**src/rtl/ex_muldiv_unit_pkg.sv**
```systemverilog
// Shared types and constants for the RV64M multiply/divide unit.
// Holds the FSM state encoding, funct3 op codes and operand-signedness helpers.
package ex_muldiv_unit_pkg;

    typedef enum logic [2:0] {
        IDLE  = 3'd0,
        MUL   = 3'd1,
        DIV   = 3'd2,
        FIXUP = 3'd3,
        DONE  = 3'd4
    } muldiv_state_e;

    localparam logic [2:0] F3_MUL    = 3'b000;
    localparam logic [2:0] F3_MULH   = 3'b001;
    localparam logic [2:0] F3_MULHSU = 3'b010;
    localparam logic [2:0] F3_MULHU  = 3'b011;
    localparam logic [2:0] F3_DIV    = 3'b100;
    localparam logic [2:0] F3_DIVU   = 3'b101;
    localparam logic [2:0] F3_REM    = 3'b110;
    localparam logic [2:0] F3_REMU   = 3'b111;

    localparam int WORD_W = 32;

    function automatic logic signed_a(input logic [2:0] f3);
        return (f3 == F3_MULH) || (f3 == F3_MULHSU) || (f3 == F3_DIV) || (f3 == F3_REM);
    endfunction

    function automatic logic signed_b(input logic [2:0] f3);
        return (f3 == F3_MULH) || (f3 == F3_DIV) || (f3 == F3_REM);
    endfunction

endpackage

```
**src/rtl/muldiv_sign_fixup.sv**
```systemverilog
// Combinational sign handling around the iterative core: operand extension and
// magnitudes at accept time, and result negation / half select / word extension at fixup.
module muldiv_sign_fixup
    import ex_muldiv_unit_pkg::*;
#(
    parameter int XLEN = 64
) (
    input  logic [2:0]        funct3,
    input  logic              is_word,
    input  logic [XLEN-1:0]   rs1,
    input  logic [XLEN-1:0]   rs2,
    output logic [2:0]        op,
    output logic [XLEN-1:0]   a_ext,
    output logic [XLEN-1:0]   b_ext,
    output logic [XLEN-1:0]   mag_a,
    output logic [XLEN-1:0]   mag_b,
    output logic              neg_q,
    output logic              neg_r,
    input  logic [2:0]        fx_op,
    input  logic              fx_is_word,
    input  logic              fx_neg_q,
    input  logic              fx_neg_r,
    input  logic [2*XLEN-1:0] fx_acc,
    input  logic [XLEN-1:0]   fx_quot,
    input  logic [XLEN-1:0]   fx_rem,
    output logic [XLEN-1:0]   fx_result
);

    logic            sa_s;
    logic            sb_s;
    logic            a_neg_s;
    logic            b_neg_s;
    logic [2*XLEN-1:0] prod_s;
    logic [XLEN-1:0] quot_s;
    logic [XLEN-1:0] rem_s;
    logic [XLEN-1:0] raw_s;

    // Operand preparation; illegal word MULH* forms run as MULW
    always_comb begin
        op = funct3;
        if (is_word && !funct3[2]) begin
            op = F3_MUL;
        end else begin
            op = funct3;
        end
        sa_s = signed_a(op);
        sb_s = signed_b(op);
        if (is_word) begin
            a_ext = sa_s ? {{(XLEN-WORD_W){rs1[WORD_W-1]}}, rs1[WORD_W-1:0]}
                         : {{(XLEN-WORD_W){1'b0}}, rs1[WORD_W-1:0]};
            b_ext = sb_s ? {{(XLEN-WORD_W){rs2[WORD_W-1]}}, rs2[WORD_W-1:0]}
                         : {{(XLEN-WORD_W){1'b0}}, rs2[WORD_W-1:0]};
        end else begin
            a_ext = rs1;
            b_ext = rs2;
        end
        a_neg_s = sa_s && a_ext[XLEN-1];
        b_neg_s = sb_s && b_ext[XLEN-1];
        mag_a   = a_neg_s ? -a_ext : a_ext;
        mag_b   = b_neg_s ? -b_ext : b_ext;
        neg_q   = a_neg_s ^ b_neg_s;
        neg_r   = a_neg_s;
    end

    // Result fixup: restore sign, pick the requested half or quotient/remainder
    always_comb begin
        prod_s = fx_neg_q ? -fx_acc : fx_acc;
        quot_s = fx_neg_q ? -fx_quot : fx_quot;
        rem_s  = fx_neg_r ? -fx_rem : fx_rem;
        case (fx_op)
            F3_MUL:                      raw_s = prod_s[XLEN-1:0];
            F3_MULH, F3_MULHSU, F3_MULHU: raw_s = prod_s[2*XLEN-1:XLEN];
            F3_DIV, F3_DIVU:             raw_s = quot_s;
            F3_REM, F3_REMU:             raw_s = rem_s;
            default:                     raw_s = {XLEN{1'b0}};
        endcase
        if (fx_is_word) begin
            fx_result = {{(XLEN-WORD_W){raw_s[WORD_W-1]}}, raw_s[WORD_W-1:0]};
        end else begin
            fx_result = raw_s;
        end
    end

endmodule

```
**src/rtl/ex_muldiv_unit.sv**
```systemverilog
// Iterative RV64M multiply/divide unit: shift-add multiplier and restoring divider,
// one operation in flight, result handed to MEM under a valid/ready handshake.
module ex_muldiv_unit
    import ex_muldiv_unit_pkg::*;
#(
    parameter int XLEN  = 64,
    parameter int CNT_W = 7
) (
    input  logic            clk,
    input  logic            rst,
    input  logic            i_valid,
    output logic            o_ready,
    input  logic [2:0]      i_funct3,
    input  logic            i_is_word,
    input  logic [XLEN-1:0] i_rs1,
    input  logic [XLEN-1:0] i_rs2,
    input  logic [4:0]      i_rd,
    input  logic            i_flush,
    output logic            o_valid,
    input  logic            i_ready,
    output logic [XLEN-1:0] o_result,
    output logic [4:0]      o_rd,
    output logic            o_busy
);

    muldiv_state_e     state_r, state_s;
    logic [CNT_W-1:0]  cnt_r;
    logic [2:0]        op_r;
    logic              is_word_r, neg_q_r, neg_r_r;
    logic [2*XLEN-1:0] acc_r, mcand_r;
    logic [XLEN-1:0]   mplier_r, quot_r, rem_r, divisor_r;
    logic              o_valid_r;
    logic [XLEN-1:0]   o_result_r;
    logic [4:0]        o_rd_r;

    logic [2:0]        op_s;
    logic [XLEN-1:0]   a_ext_s, b_ext_s, mag_a_s, mag_b_s, fix_res_s;
    logic              neg_q_s, neg_r_s;
    logic              accept_s, div0_s, ovf_s, special_s, last_s;
    logic [XLEN-1:0]   min_s, spec_raw_s, spec_res_s;
    logic [XLEN+1:0]   trial_s;

    muldiv_sign_fixup #(.XLEN(XLEN)) u_sign_fixup (
        .funct3     (i_funct3),
        .is_word    (i_is_word),
        .rs1        (i_rs1),
        .rs2        (i_rs2),
        .op         (op_s),
        .a_ext      (a_ext_s),
        .b_ext      (b_ext_s),
        .mag_a      (mag_a_s),
        .mag_b      (mag_b_s),
        .neg_q      (neg_q_s),
        .neg_r      (neg_r_s),
        .fx_op      (op_r),
        .fx_is_word (is_word_r),
        .fx_neg_q   (neg_q_r),
        .fx_neg_r   (neg_r_r),
        .fx_acc     (acc_r),
        .fx_quot    (quot_r),
        .fx_rem     (rem_r),
        .fx_result  (fix_res_s)
    );

    assign accept_s  = i_valid && (state_r == IDLE) && !i_flush;
    assign min_s     = i_is_word ? {{(XLEN-WORD_W+1){1'b1}}, {(WORD_W-1){1'b0}}}
                                 : {1'b1, {(XLEN-1){1'b0}}};
    assign div0_s    = op_s[2] && (b_ext_s == {XLEN{1'b0}});
    assign ovf_s     = ((op_s == F3_DIV) || (op_s == F3_REM)) &&
                       (a_ext_s == min_s) && (b_ext_s == {XLEN{1'b1}});
    assign special_s = div0_s || ovf_s;
    assign last_s    = (cnt_r == (is_word_r ? CNT_W'(WORD_W-1) : CNT_W'(XLEN-1)));
    // Restoring step: shifted partial remainder minus divisor, sign in the top bit
    assign trial_s   = {1'b0, rem_r, quot_r[XLEN-1]} - {2'b00, divisor_r};

    assign o_ready  = (state_r == IDLE);
    assign o_busy   = (state_r == MUL) || (state_r == DIV) || (state_r == FIXUP) ||
                      ((state_r == DONE) && !i_ready);
    assign o_valid  = o_valid_r;
    assign o_result = o_result_r;
    assign o_rd     = o_rd_r;

    // Short-circuit results for divide-by-zero and signed overflow
    always_comb begin
        spec_raw_s = a_ext_s;
        if (op_s[1]) begin
            spec_raw_s = ovf_s ? {XLEN{1'b0}} : a_ext_s;
        end else begin
            spec_raw_s = div0_s ? {XLEN{1'b1}} : a_ext_s;
        end
        if (i_is_word) begin
            spec_res_s = {{(XLEN-WORD_W){spec_raw_s[WORD_W-1]}}, spec_raw_s[WORD_W-1:0]};
        end else begin
            spec_res_s = spec_raw_s;
        end
    end

    // Next-state logic
    always_comb begin
        state_s = state_r;
        if (i_flush) begin
            state_s = IDLE;
        end else begin
            case (state_r)
                IDLE: begin
                    if (i_valid) begin
                        state_s = special_s ? DONE : (op_s[2] ? DIV : MUL);
                    end else begin
                        state_s = IDLE;
                    end
                end
                MUL, DIV: begin
                    if (last_s) begin
                        state_s = FIXUP;
                    end else begin
                        state_s = state_r;
                    end
                end
                FIXUP: state_s = DONE;
                DONE: begin
                    if (i_ready) begin
                        state_s = IDLE;
                    end else begin
                        state_s = DONE;
                    end
                end
                default: state_s = IDLE;
            endcase
        end
    end

    // State register
    always_ff @(posedge clk or posedge rst) begin
        if (rst) begin
            state_r <= IDLE;
        end else begin
            state_r <= state_s;
        end
    end

    // Operand latch and one shift-add / restoring-divide iteration per cycle
    always_ff @(posedge clk or posedge rst) begin
        if (rst) begin
            cnt_r     <= {CNT_W{1'b0}};
            op_r      <= 3'b000;
            is_word_r <= 1'b0;
            neg_q_r   <= 1'b0;
            neg_r_r   <= 1'b0;
            acc_r     <= {(2*XLEN){1'b0}};
            mcand_r   <= {(2*XLEN){1'b0}};
            mplier_r  <= {XLEN{1'b0}};
            quot_r    <= {XLEN{1'b0}};
            rem_r     <= {XLEN{1'b0}};
            divisor_r <= {XLEN{1'b0}};
        end else if (accept_s) begin
            cnt_r     <= {CNT_W{1'b0}};
            op_r      <= op_s;
            is_word_r <= i_is_word;
            neg_q_r   <= neg_q_s;
            neg_r_r   <= neg_r_s;
            acc_r     <= {(2*XLEN){1'b0}};
            mcand_r   <= {{XLEN{1'b0}}, mag_a_s};
            mplier_r  <= mag_b_s;
            // Word dividends sit in the top half so their MSB shifts in first
            quot_r    <= i_is_word ? {mag_a_s[WORD_W-1:0], {(XLEN-WORD_W){1'b0}}} : mag_a_s;
            rem_r     <= {XLEN{1'b0}};
            divisor_r <= mag_b_s;
        end else if (state_r == MUL) begin
            cnt_r    <= cnt_r + CNT_W'(1);
            acc_r    <= mplier_r[0] ? (acc_r + mcand_r) : acc_r;
            mcand_r  <= {mcand_r[2*XLEN-2:0], 1'b0};
            mplier_r <= {1'b0, mplier_r[XLEN-1:1]};
        end else if (state_r == DIV) begin
            cnt_r  <= cnt_r + CNT_W'(1);
            rem_r  <= trial_s[XLEN+1] ? {rem_r[XLEN-2:0], quot_r[XLEN-1]} : trial_s[XLEN-1:0];
            quot_r <= {quot_r[XLEN-2:0], ~trial_s[XLEN+1]};
        end
    end

    // Registered result interface toward MEM
    always_ff @(posedge clk or posedge rst) begin
        if (rst) begin
            o_valid_r  <= 1'b0;
            o_result_r <= {XLEN{1'b0}};
            o_rd_r     <= 5'd0;
        end else begin
            o_valid_r <= (state_s == DONE);
            if (accept_s) begin
                o_rd_r <= i_rd;
                if (special_s) begin
                    o_result_r <= spec_res_s;
                end
            end else if ((state_r == FIXUP) && !i_flush) begin
                o_result_r <= fix_res_s;
            end
        end
    end

endmodule
```
**config.mk**
```make
export PLATFORM = sky130hd
export DESIGN_NAME = ex_muldiv_unit
export DESIGN_NICKNAME = d
export VERILOG_FILES = /design/src/rtl/ex_muldiv_unit_pkg.sv /design/src/rtl/muldiv_sign_fixup.sv /design/src/rtl/ex_muldiv_unit.sv
export SDC_FILE = /design/constraint.sdc
export NUM_CORES = 2
export LEC_CHECK = 0
export CAP_MARGIN = 20
export CORE_UTILIZATION = 40
export DETAILED_ROUTE_END_ITERATION = 8
export GPL_ROUTABILITY_DRIVEN = 0
export PLACE_DENSITY = 0.64
export REMOVE_ABC_BUFFERS = 1
export SETUP_SLACK_MARGIN = 0.2
export SLEW_MARGIN = 20
export SYNTH_ARGS = -nofsm -noshare
export SYNTH_HDL_FRONTEND = slang
export SYNTH_HIERARCHICAL = 1
export SYNTH_SLANG_ARGS = --single-unit
```
**constraint.sdc**
```tcl
create_clock -name clk -period 47.8 [get_ports clk]
set_input_delay 9.56 -clock clk [delete_from_list [all_inputs] [get_ports clk]]
set_output_delay 9.56 -clock clk [all_outputs]
set_load 0.1 [all_outputs]
```
==> key figures <==
Floorplanning
  • Placeable core region: 0.124 mm^2
  • Die span in x: 357 um
  • Initial core utilization: 40.5%
  • Number of cell rows: 129
  • DIE AREA: 0.127 mm^2
  • Boundary pin count: 214
  • Die Y-Extent: 357 um

Timing
  • Worst-Margin Slew: 1.31 ns
  • Period utilization: 44.3%
  • Rel. slew slack: 11.7%
  • Setup repair after global routing missed its margin: false
  • Post-Route Skew: 0.0359 ns
  • Pins over their slew limit: 0
  • Achievable clock frequency: 47.2 MHz
  • Setup TNS Final: 0 ns
  • Worst Hold Margin: 0.477 ns
  • Setup-violating endpoint count in the final report: 0
  • Slack of the critical path: 26.63 ns
  • Period minus WS final: 21.17 ns
  • Final hold violation count: 0

Critical path
  • Critical Path Slowest Stage Cell: sky130_fd_sc_hd__clkdlybuf4s50_1
  • Reg-to-Reg Start: acc_r[6]$_DFFE_PP0P_
  • Startpoint kind of the worst setup timing path: input pin
  • Critical path cell sequence: clkdlybuf4s50_1 > nor4b_1 > o21bai_1 > clkdlybuf4s50_1
  • Crit-path max cell delay: 1.15 ns
  • Endpoint class of the critical path: primary output
  • Worst endpoint required time: 38.24 ns
  • Setup slack on the worst flop-to-flop path: 42.35 ns
  • Crit path buffers/inverters: 2
  • Top cell family by delay on the critical path: buffers and inverters
  • Most frequent CP cell: sky130_fd_sc_hd__clkdlybuf4s50_1
  • Worst r2r dst: o_result[60]$_DFFE_PP0P_
  • Worst-path fanout max: 2
  • Worst Reg-to-Reg Cells: 10
  • Crit path DAT: 11.61 ns
  • Path type of the worst setup path: in2out

Power
  • PwrDens: 62.9 mW/mm^2
  • Peak supply drop: 49.3 uV
  • Leakage power: 23.0 nW
  • Sum of internal, switching and leakage power: 0.00352 W

Global routing
  • Vias in the first global route: 47900
  • Number of antenna violations at the first check in global routing: 18
  • Global-route wire length before repair: 311 mm
  • Largest net degree at the start of global routing: 165
  • GRT overflow: 0
  • Tot GR Track Use: 32.1%

Synthesis
  • Average footprint of a synthesized cell: 7.61 um^2
  • Synthesized instance count: 6622
  • Ys Warns: 6
  • Leading register cell type out of synthesis: sky130_fd_sc_hd__dfrtp_1
  • Post-synthesis register bit count: 598
  • Share of the yosys chip area belonging to registers: 29.7%
  • Proportion of register bits with asynchronous set or reset after synthesis: 100%
  • Distinct cells, synth: 107
  • Count of flip-flops with a built-in enable after synthesis: 0
  • Post-Syn Area: 0.0504 mm^2

Final layout
  • Total number of nets in the final design: 6851
  • Final-layout fill cell count: 12400
  • Fraction of layout instances using a drive strength above 1: 5.02%
  • Area added between synthesis and finish: 11.0%
  • Post-route cell area: 0.0559 mm^2

CTS
  • TritonCTS clock tree: yes
  • Library cell used as clock root buffer: sky130_fd_sc_hd__clkbuf_16
  • Number of CTS-inserted buffers: 76
  • Max Buffers Root-to-Sink: 3
  • # clock sinks: 598
  • Level count of the clock H-tree: 3
  • Post-CTS Hold Fix Bufs: 0
  • Number of cells upsized or downsized after cts: 0
  • Clock transition at the register clock pins on the worst setup and hold paths after CTS: 0.07 ns
  • Post-CTS setup buffers: 0
  • Clock latency on the worst-skew pair: 0.71 ns

Route
  • Final routed DRC violation total: 0
  • Average wire length per cell after detail routing: 25.7 um
  • Number of vias per cell after detailed routing: 6.52
  • First-pass iteration count of the detailed router: 9
  • Antenna Violating Nets Remaining: 0
  • Routed Wire Length: 211 mm
  • First DRT Iteration DRCs: 7868
  • DR vias: 53600

Worst hold path
  • Worst-case hold path end point: o_rd[0]$_DFFE_PP0P_
  • Worst hold stages: 2
  • Min-Delay Startpoint: o_rd[0]$_DFFE_PP0P_
  • Hold/Removal Path Class: reg2reg

Place
  • Place WS: 26.60 ns
  • Post-place instance area: 0.0531 mm^2
  • Port Buffers: 213
  • Total half-perimeter wirelength after legalization and detailed placement: 157 mm

Outcome
  • Status: complete, no violations

Flow run
  • Max-cap check violation count: 0
-- report_power, final --
group	internal [W]	switching [W]	total, W	leakage (nW)
clock network	0.000368	0.000259	0.000627	1.30
registers	0.000651	0.000242	0.000893	7.73
logic	0.000652	0.00135	0.00200	14.0
-- cells in the final DEF (no fill, tap or decap), drive strengths merged, types with 39 or more instances in the layout --
cell type	Yosys	routed
nand2	949	949
nor2	516	516
inv	194	203
nor2b	40	40
nand2b	41	41
nand3	142	142
o21bai	60	60
nand4	142	142
mux2i	115	115
o31ai	95	95
nor3	156	156
o21a	53	53
dfrtp	598	598
buf	110	82
or4	67	67
o41ai	39	39
clkbuf	373	96
nor4	126	126
ha	197	197
a21o	123	123
a21oi	521	521
a31oi	117	117
o22ai	84	84
clkdlybuf4s50	0	210
or3	105	105
xor2	207	207
o21ai	720	720
xnor2	276	276
a211oi	40	40
o211ai	40	40
-- Yosys cell counts, types with 27 or more instances --
| cell | count | share of area [%] |
|---|---|---|
| sky130_fd_sc_hd__nand2_1 | 948 | 7.1 |
| sky130_fd_sc_hd__o21ai_0 | 694 | 6.9 |
| sky130_fd_sc_hd__dfrtp_1 | 598 | 30 |
| sky130_fd_sc_hd__a21oi_1 | 521 | 5.2 |
| sky130_fd_sc_hd__nor2_1 | 516 | 3.8 |
| sky130_fd_sc_hd__clkbuf_1 | 373 | 2.8 |
| sky130_fd_sc_hd__xnor2_1 | 276 | 4.8 |
| sky130_fd_sc_hd__xor2_1 | 207 | 3.6 |
| sky130_fd_sc_hd__ha_1 | 197 | 4.9 |
| sky130_fd_sc_hd__inv_1 | 193 | 1.4 |
| sky130_fd_sc_hd__nor3_1 | 155 | 1.5 |
| sky130_fd_sc_hd__nand3_1 | 141 | 1.4 |
| sky130_fd_sc_hd__nand4_1 | 140 | 1.7 |
| sky130_fd_sc_hd__a21o_1 | 123 | 1.8 |
| sky130_fd_sc_hd__nor4_1 | 118 | 1.5 |
| sky130_fd_sc_hd__a31oi_1 | 116 | 1.4 |
| sky130_fd_sc_hd__mux2i_1 | 115 | 2.3 |
| sky130_fd_sc_hd__or3_1 | 103 | 1.3 |
| sky130_fd_sc_hd__o31ai_1 | 94 | 1.4 |
| sky130_fd_sc_hd__o22ai_1 | 84 | 1.0 |
| sky130_fd_sc_hd__buf_4 | 67 | 1.0 |
| sky130_fd_sc_hd__or4_1 | 61 | 0.91 |
| sky130_fd_sc_hd__o21bai_1 | 60 | 0.89 |
| sky130_fd_sc_hd__o21a_1 | 53 | 0.79 |
| sky130_fd_sc_hd__nand2b_1 | 41 | 0.51 |
| sky130_fd_sc_hd__a211oi_1 | 40 | 0.60 |
| sky130_fd_sc_hd__nor2b_1 | 40 | 0.50 |
| sky130_fd_sc_hd__o211ai_1 | 39 | 0.58 |
| sky130_fd_sc_hd__o41ai_1 | 36 | 0.63 |
| sky130_fd_sc_hd__a22oi_1 | 27 | 0.40 |
-- final cells by class --
cell class	instances	area (um^2)	area share [%]
diodes	8	20.0	0.0358
flip-flops and latches	598	15000	26.8
clock inverters	46	622	1.11
inverters	195	739	1.32
repair buffers	293	2750	4.92
multi-input cells	5346	32700	58.5
well taps	1637	2050	3.66
clock buffers	95	2040	3.65
-- registers in the layout (all words and copies together) (netlist names) --
register / cells
acc_r: 128
mcand_r: 128
divisor_r: 64
mplier_r: 64
o_result: 64
quot_r: 64
rem_r: 64
cnt_r: 7
o_rd: 5
op_r: 3
state_r: 3
is_word_r: 1
neg_q_r: 1
neg_r_r: 1
o_valid: 1
-- routing by layer --
| metal | up-vias | part of all wire (%) | global-route usage, % |
|---|---|---|---|
| met2 | 3325 | 41 | 45.1 |
| met4 | 22 | 7.5 | 19.9 |
| li1 | 23800 | - | - |
| met1 | 25600 | 39 | 42.0 |
| met5 | - | 0.12 | 0.556 |
| met3 | 796 | 13 | 11.0 |
-- through the flow --
| stage | utilization, % | std cells |
|---|---|---|
| 4_1_cts | 44.9 | 8204 |
| 3_3_place_gp | 42.8 | 8063 |
| 6_report | 45.0 | 8218 |
| 2_1_floorplan | - | 6139 |
| 3_5_place_dp | 42.8 | 8063 |
| 5_1_grt | 45.0 | 8210 |
-- cell families after synthesis --
family	synth area share, %
flops	29.7
simple gates	23.0
buf+inv	5.61
xor+xnor	8.40
compound gates	26.0
fa+ha+maj	4.97
mux	2.35
-- how the worst max path moves through the flow --
stage | startpoint | end | slack [ns] | cells past startpoint
final | i_ready | o_busy | 26.63 | 4
after CTS | i_ready | o_busy | 26.60 | 4
after global placement | i_ready | o_busy | 26.62 | 4
after floorplan | i_valid | acc_r[120]$_DFFE_PP0P_ | 18.09 | 5
after global routing | i_ready | o_busy | 26.52 | 4
after detailed placement | i_ready | o_busy | 26.60 | 4
-- worst reg2reg max path, cell delays in order (launching register included) --
cell,delay [ns]
sky130_fd_sc_hd__dfrtp_1,0.48
sky130_fd_sc_hd__nor4_4,0.66
sky130_fd_sc_hd__nand4_2,0.56
sky130_fd_sc_hd__nor2_1,0.77
sky130_fd_sc_hd__nand4_1,0.58
sky130_fd_sc_hd__mux2i_1,0.35
sky130_fd_sc_hd__o211ai_1,0.22
sky130_fd_sc_hd__nand3_1,0.80
sky130_fd_sc_hd__o21ai_0,0.41
sky130_fd_sc_hd__o22ai_1,0.35
sky130_fd_sc_hd__o21ai_0,0.13
(Power assumes the default switching activity.)
